==> src/rtl/simple_pkg.sv <==
// Shared fetch-path constants and the fetch queue entry layout.
package simple_pkg;

    localparam int DEF_AW = 16;
    localparam int DEF_IW = 16;

    typedef struct packed {
        logic [DEF_AW-1:0] pc;
        logic [DEF_IW-1:0] instr;
    } fetch_entry_t;

endpackage

==> src/rtl/fetch_fifo.sv <==
// Circular fetch queue: synchronous push/pop/flush, head shown as zero when empty.
module fetch_fifo #(
    parameter int AW    = 16,
    parameter int IW    = 16,
    parameter int DEPTH = 4,
    localparam int PW   = $clog2(DEPTH),
    localparam int CW   = PW + 1
) (
    input  logic          clock,
    input  logic          reset,
    input  logic          flush,
    input  logic          push,
    input  logic [AW-1:0] push_pc,
    input  logic [IW-1:0] push_instr,
    input  logic          pop,
    output logic [AW-1:0] head_pc,
    output logic [IW-1:0] head_instr,
    output logic [CW-1:0] count
);

    logic [AW-1:0] pc_mem  [DEPTH];
    logic [IW-1:0] ins_mem [DEPTH];
    logic [PW-1:0] rd_q, rd_d, wr_q, wr_d;
    logic [CW-1:0] count_q, count_d;
    logic          pop_ok, push_ok;

    always_comb begin
        pop_ok  = pop && (count_q != '0);
        push_ok = push && !flush;
        rd_d    = rd_q;
        wr_d    = wr_q;
        count_d = count_q;
        if (flush) begin
            rd_d    = '0;
            wr_d    = '0;
            count_d = '0;
        end else begin
            if (push_ok) wr_d = wr_q + PW'(1);
            if (pop_ok)  rd_d = rd_q + PW'(1);
            count_d = count_q + CW'(push_ok) - CW'(pop_ok);
        end
    end

    always_ff @(posedge clock or posedge reset) begin
        if (reset) begin
            rd_q    <= '0;
            wr_q    <= '0;
            count_q <= '0;
        end else begin
            rd_q    <= rd_d;
            wr_q    <= wr_d;
            count_q <= count_d;
        end
    end

    always_ff @(posedge clock) begin
        if (push_ok) begin
            pc_mem[wr_q]  <= push_pc;
            ins_mem[wr_q] <= push_instr;
        end
    end

    assign count      = count_q;
    assign head_pc    = (count_q == '0) ? '0 : pc_mem[rd_q];
    assign head_instr = (count_q == '0) ? '0 : ins_mem[rd_q];

endmodule

==> src/rtl/fetch_queue.sv <==
// Instruction fetch front end: credit-limited PC sequencer feeding fetch_fifo,
// with branch redirect flushing both the queue and any response in flight.
module fetch_queue
    import simple_pkg::*;
#(
    parameter int          AW       = DEF_AW,
    parameter int          IW       = DEF_IW,
    parameter int          DEPTH    = 4,
    parameter logic [AW-1:0] RESET_PC = '0,
    localparam int         CW       = $clog2(DEPTH) + 1
) (
    input  logic                 clock,
    input  logic                 reset,
    input  logic                 redirect,
    input  logic signed [AW-1:0] redirect_pc,
    input  logic signed [AW-1:0] redirect_offset,
    output logic [AW-1:0]        mem_address,
    output logic                 mem_rden,
    input  logic [IW-1:0]        mem_q,
    output logic                 out_valid,
    input  logic                 out_ready,
    output logic [IW-1:0]        operation,
    output logic [AW-1:0]        pcout
);

    logic [AW-1:0] pc_q, pc_d, req_pc_q, req_pc_d, target;
    logic          inflight_q, inflight_d, stale_q, stale_d;
    logic          issue, push, pop;
    logic [CW-1:0] count;

    always_comb begin
        target = redirect_pc + redirect_offset + AW'(1);
        // Count the outstanding response as occupied so a push never hits a full queue.
        issue  = !reset && !redirect && ((int'(count) + int'(inflight_q)) < DEPTH);
        push   = inflight_q && !stale_q && !redirect;
        pop    = out_valid && out_ready && !redirect;

        pc_d       = pc_q;
        req_pc_d   = req_pc_q;
        inflight_d = issue;
        stale_d    = inflight_q && redirect;
        if (redirect) begin
            pc_d = target;
        end else if (issue) begin
            pc_d     = pc_q + AW'(1);
            req_pc_d = pc_q;
        end
    end

    always_ff @(posedge clock or posedge reset) begin
        if (reset) begin
            pc_q       <= RESET_PC;
            req_pc_q   <= '0;
            inflight_q <= 1'b0;
            stale_q    <= 1'b0;
        end else begin
            pc_q       <= pc_d;
            req_pc_q   <= req_pc_d;
            inflight_q <= inflight_d;
            stale_q    <= stale_d;
        end
    end

    fetch_fifo #(.AW(AW), .IW(IW), .DEPTH(DEPTH)) u_fifo (
        .clock      (clock),
        .reset      (reset),
        .flush      (redirect),
        .push       (push),
        .push_pc    (req_pc_q),
        .push_instr (mem_q),
        .pop        (pop),
        .head_pc    (pcout),
        .head_instr (operation),
        .count      (count)
    );

    assign mem_rden    = issue;
    assign mem_address = pc_q;
    assign out_valid   = (count != '0);

endmodule

==> config.mk <==
export PLATFORM = sky130hd
export DESIGN_NAME = fetch_queue
export DESIGN_NICKNAME = d
export VERILOG_FILES = /design/src/rtl/simple_pkg.sv /design/src/rtl/fetch_fifo.sv /design/src/rtl/fetch_queue.sv
export SDC_FILE = /design/constraint.sdc
export NUM_CORES = 1
export LEC_CHECK = 0
export BUFFER_PORTS_ARGS = -buffer_cell sky130_fd_sc_hd__buf_4
export CORE_MARGIN = 2
export CORE_UTILIZATION = 54
export CTS_BUF_LIST = sky130_fd_sc_hd__clkbuf_2 sky130_fd_sc_hd__clkbuf_4 sky130_fd_sc_hd__clkbuf_8
export CTS_CLUSTER_SIZE = 40
export DETAILED_ROUTE_END_ITERATION = 12
export GPL_TIMING_DRIVEN = 0
export MAX_ROUTING_LAYER = met4
export PLACE_DENSITY = 0.8
export SETUP_SLACK_MARGIN = 0.1
export SYNTH_ARGS = -nofsm -noshare
export SYNTH_HDL_FRONTEND = slang
export SYNTH_SLANG_ARGS = --single-unit
==> constraint.sdc <==
create_clock -name clock -period 2.4 [get_ports clock]
set_clock_uncertainty 0.05 [all_clocks]
set_input_delay 0.12 -clock clock [delete_from_list [all_inputs] [get_ports clock]]
set_output_delay 0.12 -clock clock [all_outputs]
set_load 0.02 [all_outputs]
==> summary.md, run 1 <==
| Metric | Value |
|---|---|
| Run status | `finished, final reports clean` |
| Setup repair after global routing missed its margin | `yes` |
| Via count of the first global-routing pass | `4573` |
| MaxCap Viol Count | `0` |
| Critical-path maximum fanout | `3` |
| CP dominant cell by count | `sky130_fd_sc_hd__buf_8` |
| Routed wirelength normalized by instance count | `18.04 um` |
| Synthesis-to-layout area growth | `23.32%` |
| Leading cell types in the layout, fill and taps excluded | `128 x sky130_fd_sc_hd__edfxtp_1, 109 x sky130_fd_sc_hd__buf_4, 40 x sky130_fd_sc_hd__dfrtp_1` |
| Synthesized area per cell | `15.67 um2` |
| Io pins | `102` |
| Post-synthesis register bit count | `169` |
| HPWL after detailed placement | `9.874 mm` |
| Type of the tightest min-delay check | `input port to flip-flop` |
| Area of the die | `0.01492 mm2` |
| Maximum number of pins on one net before global-route repair | `42` |
| Critical-path cell with the highest stage delay | `sky130_fd_sc_hd__dfrtp_1` |
| Number of pins with negative max-slew slack in the final report | `0` |
| CTS Root Cell | `sky130_fd_sc_hd__clkbuf_8` |
| Number of library cell types mapped by synthesis | `48` |
| Cell area after synthesis | `0.007538 mm2` |
| Time the final worst path needs with I/O delays and setup | `2.266 ns` |
| Clock Tree Buf Depth | `2` |
| Final instance area | `0.009296 mm2` |
| Pre-CTS setup slack | `-0.1383 ns` |
| CTS tree | `built` |
| Worst slew margin relative to its limit | `40.10%` |
| Post-route insts no fill | `820` |
| Element type at the critical path end | `output port` |
| Worst-skew pair later-pin latency | `0.43 ns` |
| PwrDens | `958.7 mW/mm2` |
| Slew at the pin closest to its max-slew limit | `0.8985 ns` |
| Total power | `8.912 mW` |
| Crit-path max cell delay | `0.41 ns` |
| Category of the most critical setup path | `flip-flop to output port` |
| Wire length after detailed routing | `14.79 mm` |
| Area contributors post-synth | `sky130_fd_sc_hd__edfxtp_1 51%, sky130_fd_sc_hd__dfrtp_1 14%, sky130_fd_sc_hd__mux4_2 9.6%` |
| Layout cells sized above 1 | `35.31%` |
| Largest area contributor in the synthesized netlist | `sky130_fd_sc_hd__edfxtp_1` |
| Count of buffers inserted at the top-level ports | `100` |
| Placed instance count | `761` |
| Per-cell via count in the routed design | `5.501` |
| Sequential cell area fraction in the yosys report | `64.60%` |
| Area of the placeable core | `0.01377 mm2` |
| Area occupied by multi-input gates | `0.002596 mm2` |
| Peak clock frequency supported by timing | `441.4 MHz` |
| First-pass GRT wire length | `22.54 mm` |
| H-tree depth reported by CTS | `4` |
| CTS Buf Count | `17` |
| Floorplan die height | `122.2 um` |
| Hold Fails Final Rpt | `0` |
| Warnings, synthesis | `0` |
| Number of flops mapped to enable cells by yosys | `128` |
| Net count of the finished layout | `705` |
| Total Negative Setup Slacks | `0 ns` |
| Most common cell after layout, fill and taps aside | `sky130_fd_sc_hd__edfxtp_1` |
| Filler Cell Count | `945` |
| Dominant synthesized flop cell | `sky130_fd_sc_hd__edfxtp_1` |
| Number of setup violations in the final report | `0` |
| Worst setup margin | `0.1344 ns` |
| Leak Pwr | `3.516 nW` |
| Fraction of registers with async set or reset after synthesis | `24.26%` |
| Cell breakdown of the critical path | `ha_1 > o211a_1 > o32ai_4 > and2_4 > buf_8 > buf_8 > buf_4` |
| Fraction of the cycle the final worst path needs | `94.40%` |
| First-iteration detailed-routing DRC count | `377` |
| Required time of the critical path | `2.23 ns` |
| Placed standard-cell area | `0.008519 mm2` |
| Row Count | `43` |
| Initial cell density of the core | `54.73%` |
| Final weighted congestion in routability-driven placement | `0.9243` |
| Arrival time of data at the critical path endpoint | `2.10 ns` |
| Number of antenna violations at the first check in global routing | `0` |
| Clock slew seen by the registers of the worst setup and hold paths | `0.08 ns` |
| Worst setup SP type | `flip-flop` |
| Aggregate global-route resource usage | `20.81%` |
| Share of the synthesized area in the top cell type | `50.99%` |
| Via total after detailed routing | `4511` |
| Area taken by flip-flops and latches | `0.004871 mm2` |
| Detailed-route DRC error count | `0` |
| Post-Synthesis Cells | `481` |
| Number of antenna cells inserted | `0` |
| Number of detailed-routing iterations run before antenna repair | `5` |
| Max VDD drop | `0.0005150 V` |
| Clock net sink count | `169` |
| Mapped Nets | `558` |
| Count of antenna-violating nets left after detailed routing | `0` |
| Global route total overflow | `0` |
| Die Wd | `122.2 um` |
==> kinds of logic after synthesis <==
family | count (synthesis) | share of synthesized area, %
AND/OR/NAND/NOR | 123 | 8.846
adder cells (fa/ha/maj) | 25 | 4.349
flip-flops | 169 | 64.60
XOR/XNOR | 27 | 3.137
AO/OA/AOI/OAI | 52 | 4.714
buffers and inverters | 32 | 1.743
multiplexers | 53 | 12.61
==> per-layer routing <==
layer  share of wire [%]  up-vias  GRT usage, %  wire [um]
met5                   0        -             -          0
met4                0.92        0         6.466        136
met3                 5.0       13         5.243        741
met2                  52      131         34.36       7644
met1                  42     2243         25.47       6269
li1                    -     2124             -          -
==> state kept, by name, indices dropped and copies added, names as in the netlist <==
signal and cells:
mem_address 16, u_fifo.rd_q 2, req_pc_q 16, u_fifo.ins_mem 64, inflight_q 1, u_fifo.count 3
u_fifo.wr_q 2, u_fifo.pc_mem 64, stale_q 1
==> repair_timing <==
action / in CTS / in global routing
resized for setup: 22 / 20
hold endpoints to repair: 108 / 0
endpoints found under the setup margin: 42 / 42
hold buffers: 20 / 0
buffers inserted: 5 / 5
pin swaps: 1 / 2
==> cell usage after synthesis (3+ instances only) <==
library cell and count:
sky130_fd_sc_hd__nand2b_1 4, sky130_fd_sc_hd__xnor2_1 17, sky130_fd_sc_hd__ha_1 23, sky130_fd_sc_hd__o21a_1 4, sky130_fd_sc_hd__inv_1 11, sky130_fd_sc_hd__o21ai_0 18, sky130_fd_sc_hd__buf_2 6, sky130_fd_sc_hd__a21oi_1 12
sky130_fd_sc_hd__mux2_2 16, sky130_fd_sc_hd__nor2_1 15, sky130_fd_sc_hd__and2_1 41, sky130_fd_sc_hd__clkbuf_1 12, sky130_fd_sc_hd__or3_1 4, sky130_fd_sc_hd__nand4_1 5, sky130_fd_sc_hd__nor2b_1 3, sky130_fd_sc_hd__dfrtp_1 41
sky130_fd_sc_hd__mux4_2 32, sky130_fd_sc_hd__nand2_1 25, sky130_fd_sc_hd__nand3_1 14, sky130_fd_sc_hd__mux2i_1 5, sky130_fd_sc_hd__a211oi_1 3, sky130_fd_sc_hd__xor2_1 10, sky130_fd_sc_hd__edfxtp_1 128, sky130_fd_sc_hd__and4_1 4
==> per-stage QoR <==
stage               util [%]  hold slack, ns
finish                 67.50         0.04791
global route           67.50         0.03920
CTS                    66.78         0.01517
detailed placement     61.86          0.2755
global placement       61.82          0.2691
floorplan                  -          0.1689
==> worst max-delay path: cells and delay by family, from the launching register on <==
| family | cells | cell delay (ns) |
|---|---|---|
| compound gates | 2 | 0.51 |
| fa+ha+maj | 1 | 0.22 |
| buf+inv | 3 | 0.34 |
| flops | 1 | 0.41 |
| simple gates | 1 | 0.19 |
==> report_power, final <==
part / internal (mW) / leakage [nW] / switching [mW]
sequential: 3.60 / 1.66 / 0.332
combinational: 1.56 / 1.67 / 1.53
clock: 0.966 / 0.187 / 0.918
==> cell type report <==
| type | instances | share of cell area [%] |
|---|---|---|
| sequential | 169 | 52.40 |
| tap | 180 | 2.423 |
| clock inverter | 9 | 1.090 |
| timing repair buffer | 130 | 11.21 |
| clock buffer | 22 | 2.921 |
| inverter | 12 | 0.4845 |
| buffer | 18 | 1.548 |
| multi-input combinational | 280 | 27.93 |
==> worst paths after layout <==
path	to	startpoint	depth (start not counted)	slack, ns
max reg2reg	u_fifo.count[1]	u_fifo.count[1]	10	0.14
max	mem_rden	u_fifo.count[1]	7	0.13
min	mem_address[15]	redirect_pc[15]	4	0.05
min reg2reg	u_fifo.pc_mem[0][6]	req_pc_q[6]	0	0.48
max in group asynchronous	u_fifo.rd_q[0]	reset	3	1.30
min in group asynchronous	u_fifo.wr_q[1]	reset	3	0.41
Note: power is estimated with default switching activity, not from simulation.
==> run 2, diff against run 1 <==
--- a/config.mk
+++ b/config.mk
@@ -5,6 +5,7 @@
 export SDC_FILE = /design/constraint.sdc
 export NUM_CORES = 1
 export LEC_CHECK = 0
+export ABC_AREA = 1
 export BUFFER_PORTS_ARGS = -buffer_cell sky130_fd_sc_hd__buf_4
 export CORE_MARGIN = 2
 export CORE_UTILIZATION = 54
@@ -13,8 +14,9 @@
 export DETAILED_ROUTE_END_ITERATION = 12
 export GPL_TIMING_DRIVEN = 0
 export MAX_ROUTING_LAYER = met4
-export PLACE_DENSITY = 0.8
+export PLACE_DENSITY = 0.79
 export SETUP_SLACK_MARGIN = 0.1
+export SLEW_MARGIN = 20
 export SYNTH_ARGS = -nofsm -noshare
 export SYNTH_HDL_FRONTEND = slang
 export SYNTH_SLANG_ARGS = --single-unit
==> run 2 against run 1 <==
Against the previous run:
- sequential share of layout area decreased by 2.8 points
- total power increased by 1.8%
- critical endpoint is now u_fifo.count[1]
- non-clock buffer count increased by 16
- register-to-register slack got worse by 0.02 ns
- setup slack got worse by 0.014 ns
- first-iteration DRC count increased by 73%
- critical path type is now flip-flop to flip-flop
==> summary.md, run 2 <==
| Metric | Value |
|---|---|
| Relative contribution of the clock network to total power | `22.5%` |
| Setup repair after global routing missed its margin | `yes` |
| Warnings, synthesis | `0` |
| Required time of the critical path | `2.67 ns` |
| Category of the most critical setup path | `flip-flop to flip-flop` |
| CTS Root Cell | `sky130_fd_sc_hd__clkbuf_8` |
| Worst setup SP type | `flip-flop` |
| Initial cell density of the core | `54.99%` |
| Number of setup violations in the final report | `0` |
| Slack of the worst reg-to-reg path | `0.12 ns` |
| Crit-path max cell delay | `0.53 ns` |
| Count of buffers inserted at the top-level ports | `101` |
| Source of the worst hold timing path | `redirect` |
| Post-Synthesis Cells | `816` |
| Critical-path cell with the highest stage delay | `sky130_fd_sc_hd__fa_2` |
| Placed instance count | `1106` |
| Number of detailed-routing iterations run before antenna repair | `5` |
| Synthesized area per cell | `9.758 um2` |
| Number of flops mapped to enable cells by yosys | `128` |
| Combinational power share | `35.1%` |
| Leak Pwr | `4.198 nW` |
| Via count of the first global-routing pass | `6071` |
| Final weighted congestion in routability-driven placement | `0.9213` |
| Row Count | `44` |
| Largest area contributor in the synthesized netlist | `sky130_fd_sc_hd__edfxtp_1` |
| Post-route insts no fill | `1165` |
| Net count of the finished layout | `1045` |
| Hold Fails Final Rpt | `0` |
| Cell with the most instances after synthesis | `sky130_fd_sc_hd__nor2_1` |
| Cell breakdown of the critical path | `nor3_4 > inv_2 > nand2_4 > nor2_1 > ha_1 > inv_1 > ha_1 > inv_1 > fa_2 > nor2_1` |
| Peak clock frequency supported by timing | `438.7 MHz` |
| Number of antenna violations at the first check in global routing | `0` |
| MaxCap Viol Count | `0` |
| Io pins | `102` |
| Leading cell types in the layout, fill and taps excluded | `169 x sky130_fd_sc_hd__nor2_1, 128 x sky130_fd_sc_hd__edfxtp_1, 114 x sky130_fd_sc_hd__nand2_1` |
| Commonest cells in the netlist | `173 x sky130_fd_sc_hd__nor2_1, 128 x sky130_fd_sc_hd__edfxtp_1, 115 x sky130_fd_sc_hd__nand2_1` |
| Share of the synthesized area in the top cell type | `48.27%` |
| Final Hold Slack | `0.007938 ns` |
| First-iteration detailed-routing DRC count | `652` |
| Most common cell after layout, fill and taps aside | `sky130_fd_sc_hd__nor2_1` |
| Reg-to-Reg End | `u_fifo.count[1]` |
| HPWL after detailed placement | `13.01 mm` |
| Global route total overflow | `0` |
| Sink of the worst hold path | `mem_address[2]` |
| PwrDens | `924.3 mW/mm2` |
| Critical-path maximum fanout | `3` |
| Switch Pwr | `3.356 mW` |
| Layout cells sized above 1 | `20.29%` |
| Clock slew seen by the registers of the worst setup and hold paths | `0.09 ns` |
| Count of antenna-violating nets left after detailed routing | `0` |
| Cell area after synthesis | `0.007963 mm2` |
| Aggregate global-route resource usage | `25.01%` |
| Number of library cell types mapped by synthesis | `37` |
| Arrival time of data at the critical path endpoint | `2.55 ns` |
| CTS Buf Count | `17` |
| Detailed-route DRC error count | `0` |
| Type of the tightest min-delay check | `input port to flip-flop` |
| Worst-skew pair later-pin latency | `0.45 ns` |
| Number of antenna cells inserted | `0` |
| Via total after detailed routing | `6346` |
| Routed wirelength normalized by instance count | `16.25 um` |
| Total Negative Setup Slacks | `0 ns` |
| WHS Path Cells | `4` |
| Per-cell via count in the routed design | `5.447` |
| Fraction of registers with async set or reset after synthesis | `24.26%` |
| Element type at the critical path end | `flip-flop` |
| Power share of the sequential group | `42.4%` |
| Dominant synthesized flop cell | `sky130_fd_sc_hd__edfxtp_1` |
| First-pass GRT wire length | `30.08 mm` |
| Die Wd | `125.4 um` |
| Fraction of the cycle the final worst path needs | `94.97%` |
| Mapped Nets | `893` |
| Switching portion of total power | `36.98%` |
| Post-synthesis register bit count | `169` |
| Number of cells traversed by the worst register-to-register path | `10` |
| Clock net sink count | `169` |
| Biggest registers after layout | `u_fifo.ins_mem x64, u_fifo.pc_mem x64` |
| Wire length after detailed routing | `18.94 mm` |
| Area of the die | `0.01573 mm2` |
| Internal portion of total power | `5.719 mW` |
| Maximum number of pins on one net before global-route repair | `31` |
| Worst slew margin relative to its limit | `53.94%` |
| Floorplan die height | `125.4 um` |
| Area contributors post-synth | `sky130_fd_sc_hd__edfxtp_1 48%, sky130_fd_sc_hd__dfrtp_1 13%, sky130_fd_sc_hd__nor2_1 8.2%` |
| Sequential cell area fraction in the yosys report | `61.16%` |
| Synthesis-to-layout area growth | `23.30%` |
| Number of pins with negative max-slew slack in the final report | `0` |
| Run status | `finished, final reports clean` |
| Max VDD drop | `0.0004691 V` |
| Time the final worst path needs with I/O delays and setup | `2.279 ns` |
| Area of the placeable core | `0.01448 mm2` |
| Clock Tree Buf Depth | `2` |
| FF-to-FF Start | `u_fifo.count[2]` |
| H-tree depth reported by CTS | `4` |
| Slew at the pin closest to its max-slew limit | `0.6893 ns` |
| CTS tree | `built` |
## run 2: cell types whose count changed in the layout (fill, tap and decap cells not counted), moves of 6 or more
cell,previous run,this run
sky130_fd_sc_hd__nor2_1,13,169
sky130_fd_sc_hd__nand2_1,24,114
sky130_fd_sc_hd__o21ai_0,18,78
sky130_fd_sc_hd__inv_1,9,65
sky130_fd_sc_hd__a21oi_1,12,57
sky130_fd_sc_hd__and2_1,36,2
sky130_fd_sc_hd__mux4_2,32,0
sky130_fd_sc_hd__nand3_1,14,31
sky130_fd_sc_hd__o21ai_1,0,17
sky130_fd_sc_hd__mux2_2,16,0
sky130_fd_sc_hd__xnor2_1,17,1
sky130_fd_sc_hd__inv_2,2,8
sky130_fd_sc_hd__inv_6,0,6
## run 2: timing repair
action,CTS,global route
hold endpoints to repair,107,0
setup endpoints to repair,32,28
setup buffers,3,7
gates resized for setup,10,23
pin swaps,1,2
hold buffers,18,0
## run 2: cell type report
cell class                      instances  area [um2]
Timing Repair Buffer                  134        1144
Clock buffer                           18       241.5
Fill cell                            1095        4661
Inverter                               75       286.5
Clock inverter                         14       161.4
Sequential cell                       169        4871
Buffer                                 30       177.7
Multi-Input combinational cell        541        2706
Tap cell                              184       230.2
## run 2: critical path, delay by kind of cell, from the launching register on
family                     cells  cell delay, ns
adders and majority gates      3            0.94
and+or+nand+nor                4            0.49
DFF                            1            0.44
buffers and inverters          3            0.22
## run 2: per-stage QoR
step | power, mW | instance area [um2] | utilization [%] | setup WS [ns]
after floorplan | 5.589 | 7968 | - | -0.05909
final | 9.075 | 9818 | 67.81 | 0.1208
after global placement | 6.730 | 8956 | 61.86 | -1.173
after detailed placement | 6.860 | 9111 | 62.93 | -0.3064
after global routing | 9.519 | 9818 | 67.81 | 0.04201
after CTS | 8.956 | 9729 | 67.20 | 0.08413
## run 2: power by group through the flow
stage          clock, mW  sequential [mW]  combinational, mW
2_1_floorplan          0             3.88               1.71
3_3_place_gp           0             3.88               2.85
3_5_place_dp           0             3.90               2.96
4_1_cts             2.04             3.84               3.07
5_1_grt             2.17             3.88               3.47
6_report            2.04             3.85               3.18
## run 2: how the worst max path moves through the flow
| stage | from | endpoint | slack (ns) | cells after the start |
|---|---|---|---|---|
| after floorplan | u_fifo.wr_q[1] | u_fifo.ins_mem[1][0] | -0.06 | 4 |
| after global placement | redirect | u_fifo.pc_mem[3][12] | -1.17 | 4 |
| after detailed placement | u_fifo.count[1] | u_fifo.count[2] | -0.31 | 11 |
| after CTS | u_fifo.count[0] | u_fifo.count[2] | 0.08 | 11 |
| after global routing | u_fifo.count[2] | u_fifo.count[1] | 0.04 | 10 |
| final | u_fifo.count[2] | u_fifo.count[1] | 0.12 | 10 |
## run 2: routing by layer
layer	share of wire (%)	wire length (um)	vias up	global-route usage (%)
li1	-	-	3059	-
met1	41	7755	2992	30.83
met2	51	9600	260	41.34
met3	6.5	1227	35	4.964
met4	1.9	354	0	9.020
met5	0	0	-	-
## run 2: logic make-up (layout without fill, tap and decap cells)
logic type               count (synthesis)  count (layout)  share of synthesized area (%)
adder cells (fa/ha/maj)                 25              25                          4.117
buffers and inverters                  106             271                          5.437
AND/OR/NAND/NOR                        343             343                          17.69
flip-flops                             169             169                          61.16
AO/OA/AOI/OAI                          167             167                          10.94
XOR/XNOR                                 6               6                         0.6600
==> run 3, diff against run 2 <==
==> constraint.sdc (replaced) <==
create_clock -name clock -period 2.4 [get_ports clock]
set_clock_uncertainty 0.05 [all_clocks]
set_input_delay 0.12 -clock clock [delete_from_list [all_inputs] [get_ports clock]]
set_output_delay 0.12 -clock clock [all_outputs]
set_load 0.05 [all_outputs]
==> run 3 against run 2 <==
Against the previous run:
- total power grew 7.7%
- final cell count shrank 0.43%
- clock power shrank 5%
- largest cell class unchanged
- highest routed layer unchanged
==> summary.md, run 3 (same netlist as run 2, synthesis figures left out) <==
| Metric | Value |
|---|---|
| Routed wirelength normalized by instance count | `15.69 um` |
| Initial cell density of the core | `54.99%` |
| Biggest registers after layout | `u_fifo.ins_mem x64, u_fifo.pc_mem x64` |
| PwrDens | `1001 mW/mm2` |
| CTS tree | `built` |
| Leak Pwr | `4.166 nW` |
| Number of pins with negative max-slew slack in the final report | `0` |
| Net count of the finished layout | `1041` |
| Layout cells sized above 1 | `19.88%` |
| Worst setup SP type | `flip-flop` |
| Relative contribution of the clock network to total power | `19.8%` |
| Switch Pwr | `4.094 mW` |
| Internal portion of total power | `5.682 mW` |
| Worst slew margin relative to its limit | `58.32%` |
| Type of the tightest min-delay check | `input port to flip-flop` |
| Die Wd | `125.4 um` |
| Number of setup violations in the final report | `0` |
| Floorplan die height | `125.4 um` |
| Pre-CTS setup slack | `-0.08089 ns` |
| Via count of the first global-routing pass | `5942` |
| Most common cell after layout, fill and taps aside | `sky130_fd_sc_hd__nor2_1` |
| Final weighted congestion in routability-driven placement | `0.9331` |
| Clock net sink count | `169` |
| Count of antenna-violating nets left after detailed routing | `0` |
| MaxCap Viol Count | `0` |
| Io pins | `102` |
| Power share of the sequential group | `39.4%` |
| Number of detailed-routing iterations run before antenna repair | `5` |
| Fraction of the cycle the final worst path needs | `99.57%` |
| Clock Tree Buf Depth | `2` |
| Slew at the pin closest to its max-slew limit | `0.6238 ns` |
| Final instance area | `0.009763 mm2` |
| Number of antenna violations at the first check in global routing | `0` |
| Area of the die | `0.01573 mm2` |
| First-pass GRT wire length | `28.80 mm` |
| Leading cell types in the layout, fill and taps excluded | `169 x sky130_fd_sc_hd__nor2_1, 128 x sky130_fd_sc_hd__edfxtp_1, 115 x sky130_fd_sc_hd__nand2_1` |
| Worst setup margin | `0.01022 ns` |
| Wire length after detailed routing | `18.20 mm` |
| CTS Buf Count | `17` |
| Aggregate global-route resource usage | `23.82%` |
| Area of the placeable core | `0.01448 mm2` |
| Via total after detailed routing | `6199` |
| Critical-path maximum fanout | `4` |
| Arrival time of data at the critical path endpoint | `2.68 ns` |
| Maximum number of pins on one net before global-route repair | `34` |
| Required time of the critical path | `2.69 ns` |
| First-iteration detailed-routing DRC count | `575` |
| Row Count | `44` |
| Final Hold Slack | `0.02884 ns` |
| Number of antenna cells inserted | `0` |
| Combinational power share | `40.7%` |
| Switching portion of total power | `41.88%` |
| Clock slew seen by the registers of the worst setup and hold paths | `0.09 ns` |
| Per-cell via count in the routed design | `5.344` |
| Detailed-route DRC error count | `0` |
| Global route total overflow | `0` |
| H-tree depth reported by CTS | `4` |
| CTS Root Cell | `sky130_fd_sc_hd__clkbuf_8` |
| Hold Fails Final Rpt | `0` |
| Run status | `finished, final reports clean` |
| Time the final worst path needs with I/O delays and setup | `2.390 ns` |
| Setup repair after global routing missed its margin | `yes` |
| Count of buffers inserted at the top-level ports | `101` |
| Worst-skew pair later-pin latency | `0.45 ns` |
| Total Negative Setup Slacks | `0 ns` |
| HPWL after detailed placement | `12.55 mm` |
| Element type at the critical path end | `flip-flop` |
| Synthesis-to-layout area growth | `22.61%` |
| Placed standard-cell area | `0.009111 mm2` |
| Max VDD drop | `0.0005116 V` |
| Category of the most critical setup path | `flip-flop to flip-flop` |
| Peak clock frequency supported by timing | `418.4 MHz` |
-- run 3: cell types whose count changed in the layout (fill, tap and decap cells not counted), sizes merged --
cell	previous run	this run
clkinv	5	7
buf	124	126
clkinvlp	2	3
inv	80	77
clkbuf	40	33
-- run 3: power by group through the flow --
stage                     registers (mW)  logic, mW  clock network [mW]
after floorplan                     4.02       2.41                   0
after global placement              3.88       3.71                   0
after detailed placement            3.91       3.78                   0
after CTS                           3.85       3.86                1.96
after global routing                3.90       4.26                2.07
final                               3.86       3.98                1.94
-- run 3: worst max-delay path, stage by stage, from the launching register on --
cell and delay [ns]:
sky130_fd_sc_hd__dfrtp_1 0.48, sky130_fd_sc_hd__nor3_4 0.25, sky130_fd_sc_hd__inv_2 0.10, sky130_fd_sc_hd__nand2_1 0.10, sky130_fd_sc_hd__nor2_1 0.05, sky130_fd_sc_hd__ha_1 0.30, sky130_fd_sc_hd__inv_1 0.05, sky130_fd_sc_hd__ha_1 0.18
sky130_fd_sc_hd__inv_1 0.06, sky130_fd_sc_hd__fa_1 0.42, sky130_fd_sc_hd__nor2_1 0.24
-- run 3: per-layer routing --
metal	vias up	share of wire, %	GRT usage, %
met2	252	51	39.71
li1	3052	-	-
met4	0	1.9	8.039
met3	26	7.2	4.621
met1	2869	40	29.34
met5	-	0	-
-- run 3: final cells by class --
type,instances,area [um2]
sequential,169,4872
fill,1079,4716
multi-input combinational,541,2696
timing repair buffer,130,1114
inverter,75,286.5
clock buffer,17,234.0
tap,184,230.2
buffer,30,181.4
clock inverter,14,148.9
-- run 3: path summary, 6_finish.rpt --
kind	startpoint	to	slack (ns)	cells past startpoint
setup / recovery	u_fifo.count[1]	u_fifo.count[1]	0.01	10
hold / removal	redirect	mem_address[2]	0.03	4
setup reg to reg	u_fifo.count[1]	u_fifo.count[1]	0.01	10
hold reg to reg	req_pc_q[1]	u_fifo.pc_mem[3][1]	0.48	0
max in group asynchronous	reset	u_fifo.count[0]	1.78	4
min in group asynchronous	reset	mem_address[15]	0.08	3
-- run 3: what timing repair did --
action                                 CTS  global route
endpoints found under the hold margin  107             0
setup endpoints to repair               33            31
hold buffers                            18             0
pin swaps                                1             3
setup buffers                            1             5
gates resized for setup                 12            26
-- run 3: per-stage QoR --
stage | total power, mW | cells | utilization, %
after global routing | 10.22 | 1160 | 67.43
after global placement | 7.595 | 1101 | 61.86
final | 9.776 | 1160 | 67.43
after detailed placement | 7.688 | 1106 | 62.93
after CTS | 9.662 | 1156 | 67.02
after floorplan | 6.431 | 816 | -
